## src/rtl/sfx_request_queue_pkg.sv

```systemverilog
// Shared constants for the sound-effect request queue: bus codes, IO register
// numbers, issuer state encoding and the HWDATA field layout.
package sfx_request_queue_pkg;

    localparam int SFXIDBITS = 8;

    localparam logic [1:0] HTRANS_IDLE   = 2'b00;
    localparam logic [1:0] HTRANS_NONSEQ = 2'b10;

    localparam logic [3:0] H_SOUND_STATUS_IONUM  = 4'h1;
    localparam logic [3:0] H_SOUND_SOUNDFX_IONUM = 4'h2;

    localparam int HWDATA_MASK_LSB = 28;

    typedef enum logic [1:0] {
        ST_IDLE,
        ST_ADDR,
        ST_DATA,
        ST_GAP
    } sfxq_state_t;

    // Play carries the mask in [31:28] and the ID in the low bits; stop carries only the mask.
    function automatic logic [31:0] sfxq_wdata(input logic i_stop, input logic [3:0] i_mask,
                                               input logic [HWDATA_MASK_LSB-1:0] i_idExt);
        if (i_stop)
            return {28'b0, i_mask};
        return {i_mask, i_idExt};
    endfunction

endpackage

```

## src/rtl/sfxq_fifo.sv

```systemverilog
// Parameterised synchronous FIFO with wrap-bit pointers and a flush that empties
// the queue while still accepting a push on the same edge.
module sfxq_fifo #(
    parameter int DEPTH = 4,
    parameter int W     = 13,
    localparam int AW   = $clog2(DEPTH)
) (
    input  logic          clk,
    input  logic          rst,
    input  logic          i_push,
    input  logic          i_pop,
    input  logic          i_flush,
    input  logic [W-1:0]  i_din,
    output logic [W-1:0]  o_dout,
    output logic          o_full,
    output logic          o_empty,
    output logic [AW:0]   o_level
);

    localparam logic [AW:0] PTR_ONE = 1;

    logic [W-1:0] r_mem [DEPTH];
    logic [AW:0]  r_wrPtr;
    logic [AW:0]  r_rdPtr;
    logic         w_doPush;
    logic         w_doPop;

    assign o_empty  = (r_wrPtr == r_rdPtr);
    assign o_full   = (r_wrPtr[AW] != r_rdPtr[AW]) && (r_wrPtr[AW-1:0] == r_rdPtr[AW-1:0]);
    assign o_level  = r_wrPtr - r_rdPtr;
    assign o_dout   = r_mem[r_rdPtr[AW-1:0]];
    assign w_doPush = i_push && !o_full;
    assign w_doPop  = i_pop && !o_empty;

    // A flush discards everything up to the write pointer, so it supersedes a pop.
    always_ff @(posedge clk or posedge rst) begin
        if (rst) begin
            r_wrPtr <= '0;
            r_rdPtr <= '0;
        end else begin
            if (i_flush)
                r_rdPtr <= r_wrPtr;
            else if (w_doPop)
                r_rdPtr <= r_rdPtr + PTR_ONE;
            if (w_doPush)
                r_wrPtr <= r_wrPtr + PTR_ONE;
        end
    end

    always_ff @(posedge clk) begin
        if (w_doPush)
            r_mem[r_wrPtr[AW-1:0]] <= i_din;
    end

endmodule

```

## src/rtl/sfx_request_queue.sv

```systemverilog
// Queued, rate-limited issuer turning play/stop requests into single AHB-Lite
// writes. Define SFXQ_STOP_FLUSH_EN to make an accepted stop discard pending entries.
module sfx_request_queue
    import sfx_request_queue_pkg::*;
#(
    parameter int DEPTH = 4,
    parameter int ID_W  = SFXIDBITS,
    parameter int GAP   = 2
) (
    input  logic                     HCLK,
    input  logic                     HRESET,
    input  logic                     req_valid,
    output logic                     req_ready,
    input  logic                     req_stop,
    input  logic [3:0]               req_chmask,
    input  logic [ID_W-1:0]          req_id,
    output logic                     HSEL,
    output logic [3:0]               HADDR,
    output logic [1:0]               HTRANS,
    output logic                     HWRITE,
    output logic [31:0]              HWDATA,
    output logic                     busy,
    output logic [$clog2(DEPTH):0]   level
);

    localparam int          EW       = ID_W + 5;
    localparam logic [3:0]  GAP_LAST = (GAP > 0) ? 4'(GAP - 1) : 4'd0;

    sfxq_state_t     r_state;
    sfxq_state_t     w_nextState;
    logic [3:0]      r_gapCnt;
    logic [3:0]      w_nextGapCnt;
    logic [31:0]     r_hwdata;

    logic            w_push;
    logic            w_pop;
    logic            w_flush;
    logic            w_full;
    logic            w_empty;
    logic [EW-1:0]   w_din;
    logic [EW-1:0]   w_head;
    logic            w_headStop;
    logic [3:0]      w_headMask;
    logic [ID_W-1:0] w_headId;

    assign w_push    = req_valid && !w_full && (req_chmask != 4'b0);
    assign w_pop     = (r_state == ST_ADDR);
    assign w_din     = {req_stop, req_chmask, req_id};
    assign req_ready = !w_full;

`ifdef SFXQ_STOP_FLUSH_EN
    assign w_flush = w_push && req_stop;
`else
    assign w_flush = 1'b0;
`endif

    sfxq_fifo #(
        .DEPTH (DEPTH),
        .W     (EW)
    ) u_fifo (
        .clk     (HCLK),
        .rst     (HRESET),
        .i_push  (w_push),
        .i_pop   (w_pop),
        .i_flush (w_flush),
        .i_din   (w_din),
        .o_dout  (w_head),
        .o_full  (w_full),
        .o_empty (w_empty),
        .o_level (level)
    );

    assign w_headStop = w_head[EW-1];
    assign w_headMask = w_head[EW-2 -: 4];
    assign w_headId   = w_head[ID_W-1:0];

    always_ff @(posedge HCLK or posedge HRESET) begin
        if (HRESET) begin
            r_state  <= ST_IDLE;
            r_gapCnt <= 4'd0;
        end else begin
            r_state  <= w_nextState;
            r_gapCnt <= w_nextGapCnt;
        end
    end

    // Leaving DATA or GAP reuses the IDLE decision so queued work issues without a dead cycle.
    always_comb begin
        w_nextState  = r_state;
        w_nextGapCnt = r_gapCnt;
        case (r_state)
            ST_IDLE: begin
                if (!w_empty)
                    w_nextState = ST_ADDR;
            end
            ST_ADDR: begin
                w_nextState = ST_DATA;
            end
            ST_DATA: begin
                if (GAP > 0) begin
                    w_nextState  = ST_GAP;
                    w_nextGapCnt = GAP_LAST;
                end else begin
                    w_nextState = w_empty ? ST_IDLE : ST_ADDR;
                end
            end
            ST_GAP: begin
                if (r_gapCnt == 4'd0)
                    w_nextState = w_empty ? ST_IDLE : ST_ADDR;
                else
                    w_nextGapCnt = r_gapCnt - 4'd1;
            end
            default: begin
                w_nextState = ST_IDLE;
            end
        endcase
    end

    always_ff @(posedge HCLK or posedge HRESET) begin
        if (HRESET)
            r_hwdata <= 32'd0;
        else if (r_state == ST_ADDR)
            r_hwdata <= sfxq_wdata(w_headStop, w_headMask, 28'(w_headId));
    end

    assign HSEL   = (r_state == ST_ADDR);
    assign HTRANS = (r_state == ST_ADDR) ? HTRANS_NONSEQ : HTRANS_IDLE;
    assign HADDR  = (r_state != ST_ADDR) ? 4'd0 :
                    (w_headStop ? H_SOUND_STATUS_IONUM : H_SOUND_SOUNDFX_IONUM);
    assign HWRITE = 1'b1;
    assign HWDATA = r_hwdata;
    assign busy   = !w_empty || (r_state != ST_IDLE);

endmodule

```

## config.mk

```make
export PLATFORM = sky130hd
export DESIGN_NAME = sfx_request_queue
export DESIGN_NICKNAME = d
export VERILOG_FILES = /design/src/rtl/sfx_request_queue_pkg.sv /design/src/rtl/sfxq_fifo.sv /design/src/rtl/sfx_request_queue.sv
export SDC_FILE = /design/constraint.sdc
export NUM_CORES = 1
export LEC_CHECK = 0
export CORE_UTILIZATION = 54
export CTS_CLUSTER_DIAMETER = 40
export DETAILED_ROUTE_END_ITERATION = 10
export HOLD_SLACK_MARGIN = 0.1
export PLACE_DENSITY = 0.82
export SLEW_MARGIN = 5
export SYNTH_ARGS = -nofsm -noshare
export SYNTH_HDL_FRONTEND = slang
export SYNTH_SLANG_ARGS = --single-unit
```

## constraint.sdc

```tcl
create_clock -name HCLK -period 4.41 [get_ports HCLK]
set_clock_uncertainty 0.05 [all_clocks]
set_input_delay 0.6615 -clock HCLK [delete_from_list [all_inputs] [get_ports HCLK]]
set_output_delay 0.6615 -clock HCLK [all_outputs]
set_load 0.02 [all_outputs]
```

[After elaboration in Yosys (flattened, before gate mapping)]
Memory sizes are Yosys's and may differ from the RTL's.
Index checks and enable logic that the tools add are counted.
Word-level totals
  register bits after elaboration: 44
  memories: 1
  memory bits (writable): 52
Cells by class
  mux-type cells: 15
  reduce and logical (&&, ||, !) cells: 15
  equal/unequal tests: 10
  add/sub/neg operators: 4
Memory list
  u_fifo.r_mem: words 4, bits a word 13, rd ports 1, clocked after memory_dff 0, wr ports 1, line sfxq_fifo.sv:22  | logic [W-1:0] r_mem [DEPTH];
Operator list (count)
  $mux 32: 2
  $mux 2: 5
  $pmux 2 s4: 1
  $pmux 4 s2: 1
  $add 3x1->3 const B: 2
  $ne 2x2->1 const B: 3
  $logic_and 1x1->1: 5
  $mux 1: 5
  $eq 2x2->1 const B: 2
  $logic_not 4->1: 1
  $mux 4: 1
  $reduce_and 2->1: 2
  $reduce_bool 2->1: 2
  $reduce_bool 4->1: 1
  $sub 4x1->4 const B: 1
  $eq 3x3->1: 1
  $sub 3x3->3: 1
  $eq 2x1->1 const B: 1
  $eq 2x2->1: 1
  $logic_not 1->1: 2
  $logic_not 2->1: 1
  $ne 2x1->1 const B: 1
  $logic_or 1x1->1: 1
  $ne 1x1->1: 1

[Longest topological paths before layout]
  word-level depth: 8
  gate-level depth with buffers: 8
  mapped depth without buffers: 6

[Cells and area by module]
Synthesis repeated with hierarchy kept, for this count alone.
Second synthesis, totals
  cells, all modules: 247
  area total of the unflattened synthesis: 3524.6 µm²
By module, submodules not included
  sfxq_fifo: cells each 122, sequential area each 1711.6 µm², times used 1, area each 2388.5 µm²
  sfx_request_queue: cells each 125, sequential area each 450.4 µm², times used 1, area each 1136.1 µm²

[Least setup slack after synthesis]
OpenSTA, ideal clock, no wires.
  kind: reg-to-reg
  start: register u_fifo.r_rdPtr[1]
  end: memory u_fifo.r_mem[0][0] (enable)
  cell stages (with the launch flop): 7
  slack: 2.199 ns
  data arrival time: 1.801 ns
  setup time: 0.361 ns
  data required time: 3.999 ns
  cells stage by stage: dfrtp_1 > buf_4 > buf_2 > inv_1 > ha_1 > a31oi_2 > and2_1
On the way
  word-level cells in the longest chain between the ends: 8
RTL lines
  from (decl): line sfxq_fifo.sv:24  | logic [AW:0] r_rdPtr;
  from (signal assigned): line sfxq_fifo.sv:42  | r_rdPtr <= r_wrPtr;
  from (signal assigned): line sfxq_fifo.sv:44  | r_rdPtr <= r_rdPtr + PTR_ONE;
  $eq 2x2->1 *: line sfxq_fifo.sv:29  | assign o_full = (r_wrPtr[AW] != r_rdPtr[AW]) && (r_wrPtr[AW-1:0] == r_rdPtr[AW-1:0]);
  $logic_and 1x1->1 *: line sfxq_fifo.sv:29
  $logic_not 1->1 *: line sfxq_fifo.sv:32, sfx_request_queue.sv:46
  $logic_and 1x1->1 (2 in a row): line sfx_request_queue.sv:46  | assign w_push = req_valid && !w_full && (req_chmask != 4'b0);
  $logic_and 1x1->1 *: line sfxq_fifo.sv:32  | assign w_doPush = i_push && !o_full;
  $mux 1 *: line sfxq_fifo.sv:51  | if (w_doPush)
  $mux 1 (not written as such) *: line sfxq_fifo.sv:52  | r_mem[r_wrPtr[AW-1:0]] <= i_din;
  to (decl): line sfxq_fifo.sv:22
Every way passes the cells marked *; elsewhere a longest branch is shown, timed or not.

[Worst setup path after layout]
  start: register u_fifo.r_rdPtr[1]
  end: output port HADDR[1]
On the way
  word-level cells in the longest chain between the ends: 3
RTL lines
  $mem_v2 4x13
  $mux 2: line sfx_request_queue.sv:129  | (w_headStop ? H_SOUND_STATUS_IONUM : H_SOUND_SOUNDFX_IONUM);
  $mux 2: line sfx_request_queue.sv:128  | assign HADDR = (r_state != ST_ADDR) ? 4'd0 :
  to (decl): line sfx_request_queue.sv:18  | output logic [3:0] HADDR,
No other way between the ends.

==> key figures <==
Setup path
  • Worst Setup End Kind: primary output
  • Critical Path AT: 2630 ps
  • Bufs and invs on worst path: 1
  • Critical path depth in cells: 4
  • R2R Setup Slk: 1680 ps
  • Top cell family by delay on the critical path: flip-flops
  • CP endpoint: HADDR[1]
  • RR Startpoint: u_fifo.r_rdPtr[1]$_DFFE_PP0P_
  • CP peak stage delay: 870 ps
  • FF-to-FF path depth: 4
  • R2R Path End: u_fifo.r_mem[1][10]$_DFFE_PP_
  • CP max-delay cell: dfrtp_1
  • CP Max Fanout: 18
  • Startpoint types: flip-flop
  • CP Cell Sequence: mux2i_1 > mux2_2 > and2_1 > clkdlybuf4s50_1
  • CP Launch Point: u_fifo.r_rdPtr[1]$_DFFE_PP0P_
  • Worst Path Required: 3700 ps
  • Crit path kind: reg -> out

Synth
  • Primary FF master, synth: edfxtp_1
  • Warnings, synthesis: 0
  • Ranking of synthesized cells by area: edfxtp_1 45%, dfrtp_1 17%, mux4_2 7.9%, buf_4 6.1%, ha_1 4.4%
  • Async S/R FF share, synth: 31.6%
  • Yosys top cell area share: 45.4%
  • Yosys reg bits: 76
  • Register area share after synthesis: 62.9%
  • Syn_area_per_cell: 14.5 µm²
  • Synth cell count leaders: 52 x edfxtp_1, 28 x buf_4, 24 x dfrtp_1
  • Syn Inst Count: 237
  • Mapped cell area: 0.00344 mm²
  • EDFF count, synth: 52
  • Area leader, netlist: edfxtp_1
  • Most common cell in the netlist: edfxtp_1
  • Distinct cells, synth: 41

Placed design
  • I/O Buffers: 36
  • GP Congestion: 0.855
  • Final HPWL DP: 3860 µm

STA
  • Worst Max-Slew Pin Slew: 903 ps
  • Final period utilization: 75.7%
  • Final setup vio count: 0
  • Max-slew headroom at the worst pin: 39.8%
  • Setup tns final: 0 ps
  • Maximum clock rate: 0.300 GHz
  • Final Slew Violations: 0
  • RSZ-0062 raised after global routing: false
  • Fin. Hold Viols: 0
  • Min Tclk post-route: 3340 ps

Power and ir drop
  • Leakage: 1.54 nW
  • Switching Share: 35.6%
  • Net Switching: 0.00105 W
  • Comb pwr share: 40.8%
  • Clock Power Share: 21.3%
  • Flop pwr share: 37.9%
  • Cell-internal power: 0.00190 W
  • Peak supply drop: 0.421 mV
  • Cell Pwr Density: 739 mW/mm²

Cells and area
  • Antenna fix cells: 0
  • Final core occ: 66.1%
  • Nets@finish: 304
  • Syn-to-layout area delta: 15.9%
  • Layout cells sized above 1: 13.6%

GRT
  • Vias in the first global route: 1745
  • Remaining Overflow, GRT: 0
  • Number of antenna violations at the first check in global routing: 0
  • First-pass GRT wire length: 9050 µm
  • Gr usage total: 19.3%
  • Largest net degree at the start of global routing: 29

Clock tree
  • TritonCTS clock tree: yes
  • CTS root buf: clkbuf_8
  • CTS sink cnt: 76
  • Worst skew pair latency: 340 ps
  • Cts hold-fix bufs: 0
  • Reg clk slew, reported paths: 70 ps
  • Resize count post-CTS: 0
  • CTS H-tree lvls: 3
  • Setup Buffers After CTS: 0
  • Inserted Clock Buffers: 9
  • Clk buf depth: 2

Floorplan
  • Io pins: 61
  • Core area: 0.00603 mm²
  • Die span in y: 81.8 µm
  • Starting Density: 57.1%
  • Die area: 0.00669 mm²
  • FP Rows: 28
  • Die span in x: 81.8 µm

Hold path
  • Worst Hold Depth: 2
  • Min-delay worst type: reg -> reg
  • Worst Hold Launch: HWDATA[4]$_DFFE_PP0P_

Route
  • Wire per inst: 15.9 µm
  • Via count: 1828
  • # DRC: 0
  • Routed Antenna Nets: 0
  • Vias per inst: 5.15
  • Post-Route WL: 5630 µm
  • Initial DRC count: 91
  • Pre-antenna DRT Iters: 4

Status
  • Status: finished clean

Run
  • Max Cap Viol: 0
==> placed cells by master (no fill, tap or decap), types with 9 or more instances in the layout <==
| master | instances |
|---|---|
| clkdlybuf4s50_1 | 36 |
| mux4_2 | 12 |
| o21ai_1 | 9 |
| clkbuf_8 | 9 |
| conb_1 | 24 |
| dfrtp_1 | 24 |
| nand3_1 | 12 |
| nand2_1 | 13 |
| inv_1 | 21 |
| edfxtp_1 | 52 |
| ha_1 | 12 |
==> final cells by class <==
type	instances	area, µm²
flip-flops and latches	76	2160
fillers	442	2040
repair buffers	38	375
clock buffers	9	124
multi-input cells	129	1040
well taps	75	93.8
clock inverters	7	115
inverters	21	78.8
==> registers in the layout, indices dropped and copies added (netlist names) <==
name,flops
u_fifo.r_wrPtr,3
u_fifo.r_rdPtr,3
u_fifo.r_mem,52
r_gapCnt,4
r_state,2
HWDATA,12
==> worst min-delay path by stage <==
| stage | end | slack [ps] |
|---|---|---|
| 5_1_grt | HWDATA[4]$_DFFE_PP0P_ | 490 |
| 4_1_cts | HWDATA[4]$_DFFE_PP0P_ | 470 |
| 2_1_floorplan | r_gapCnt[2]$_DFFE_PP0P_ | 430 |
| 3_3_place_gp | HWDATA[28]$_DFFE_PP0P_ | 450 |
| 6_report | HWDATA[4]$_DFFE_PP0P_ | 460 |
| 3_5_place_dp | HWDATA[4]$_DFFE_PP0P_ | 460 |
==> stage by stage <==
stage          worst slack (ps)  power [W]  std cells  hold slack, ps  area [µm²]
2_1_floorplan              2200    0.00198        259             433        3520
3_3_place_gp               1490    0.00231        339             449        3750
3_5_place_dp               1400    0.00235        339             456        3750
4_1_cts                    1020    0.00298        355             467        3990
5_1_grt                     851    0.00314        355             488        3990
6_report                   1070    0.00294        355             461        3990
==> power groups by stage <==
stage	clock, W	sequential (W)	combinational, W
final	0.000627	0.00112	0.00120
after floorplan	0	0.00112	0.000860
after CTS	0.000637	0.00112	0.00122
after global placement	0	0.00112	0.00119
after global routing	0.000669	0.00114	0.00134
after detailed placement	0	0.00113	0.00121
==> worst reg2reg max path: stages (launching register included) <==
cell     delay (ps)
dfrtp_1         870
inv_1           100
ha_1            380
a31oi_2         310
and2_1          650
==> routing by layer <==
metal	track usage [%]	vias to the layer above	part of all wire (%)	routed length, µm
met5	0	-	0	0
met4	7.37	0	0.92	52
met3	4.78	5	4.6	258
met2	28.3	59	47	2640
met1	27.9	895	48	2680
li1	-	869	-	-
==> cells by family after synthesis <==
family,share of synthesized area (%)
AO/OA/AOI/OAI,4.66
adder cells (fa/ha/maj),4.95
XOR/XNOR,2.00
buffers and inverters,9.42
AND/OR/NAND/NOR,6.08
other,0.218
multiplexers,9.82
flip-flops,62.9
No activity file was read; power rests on OpenSTA's default activity.
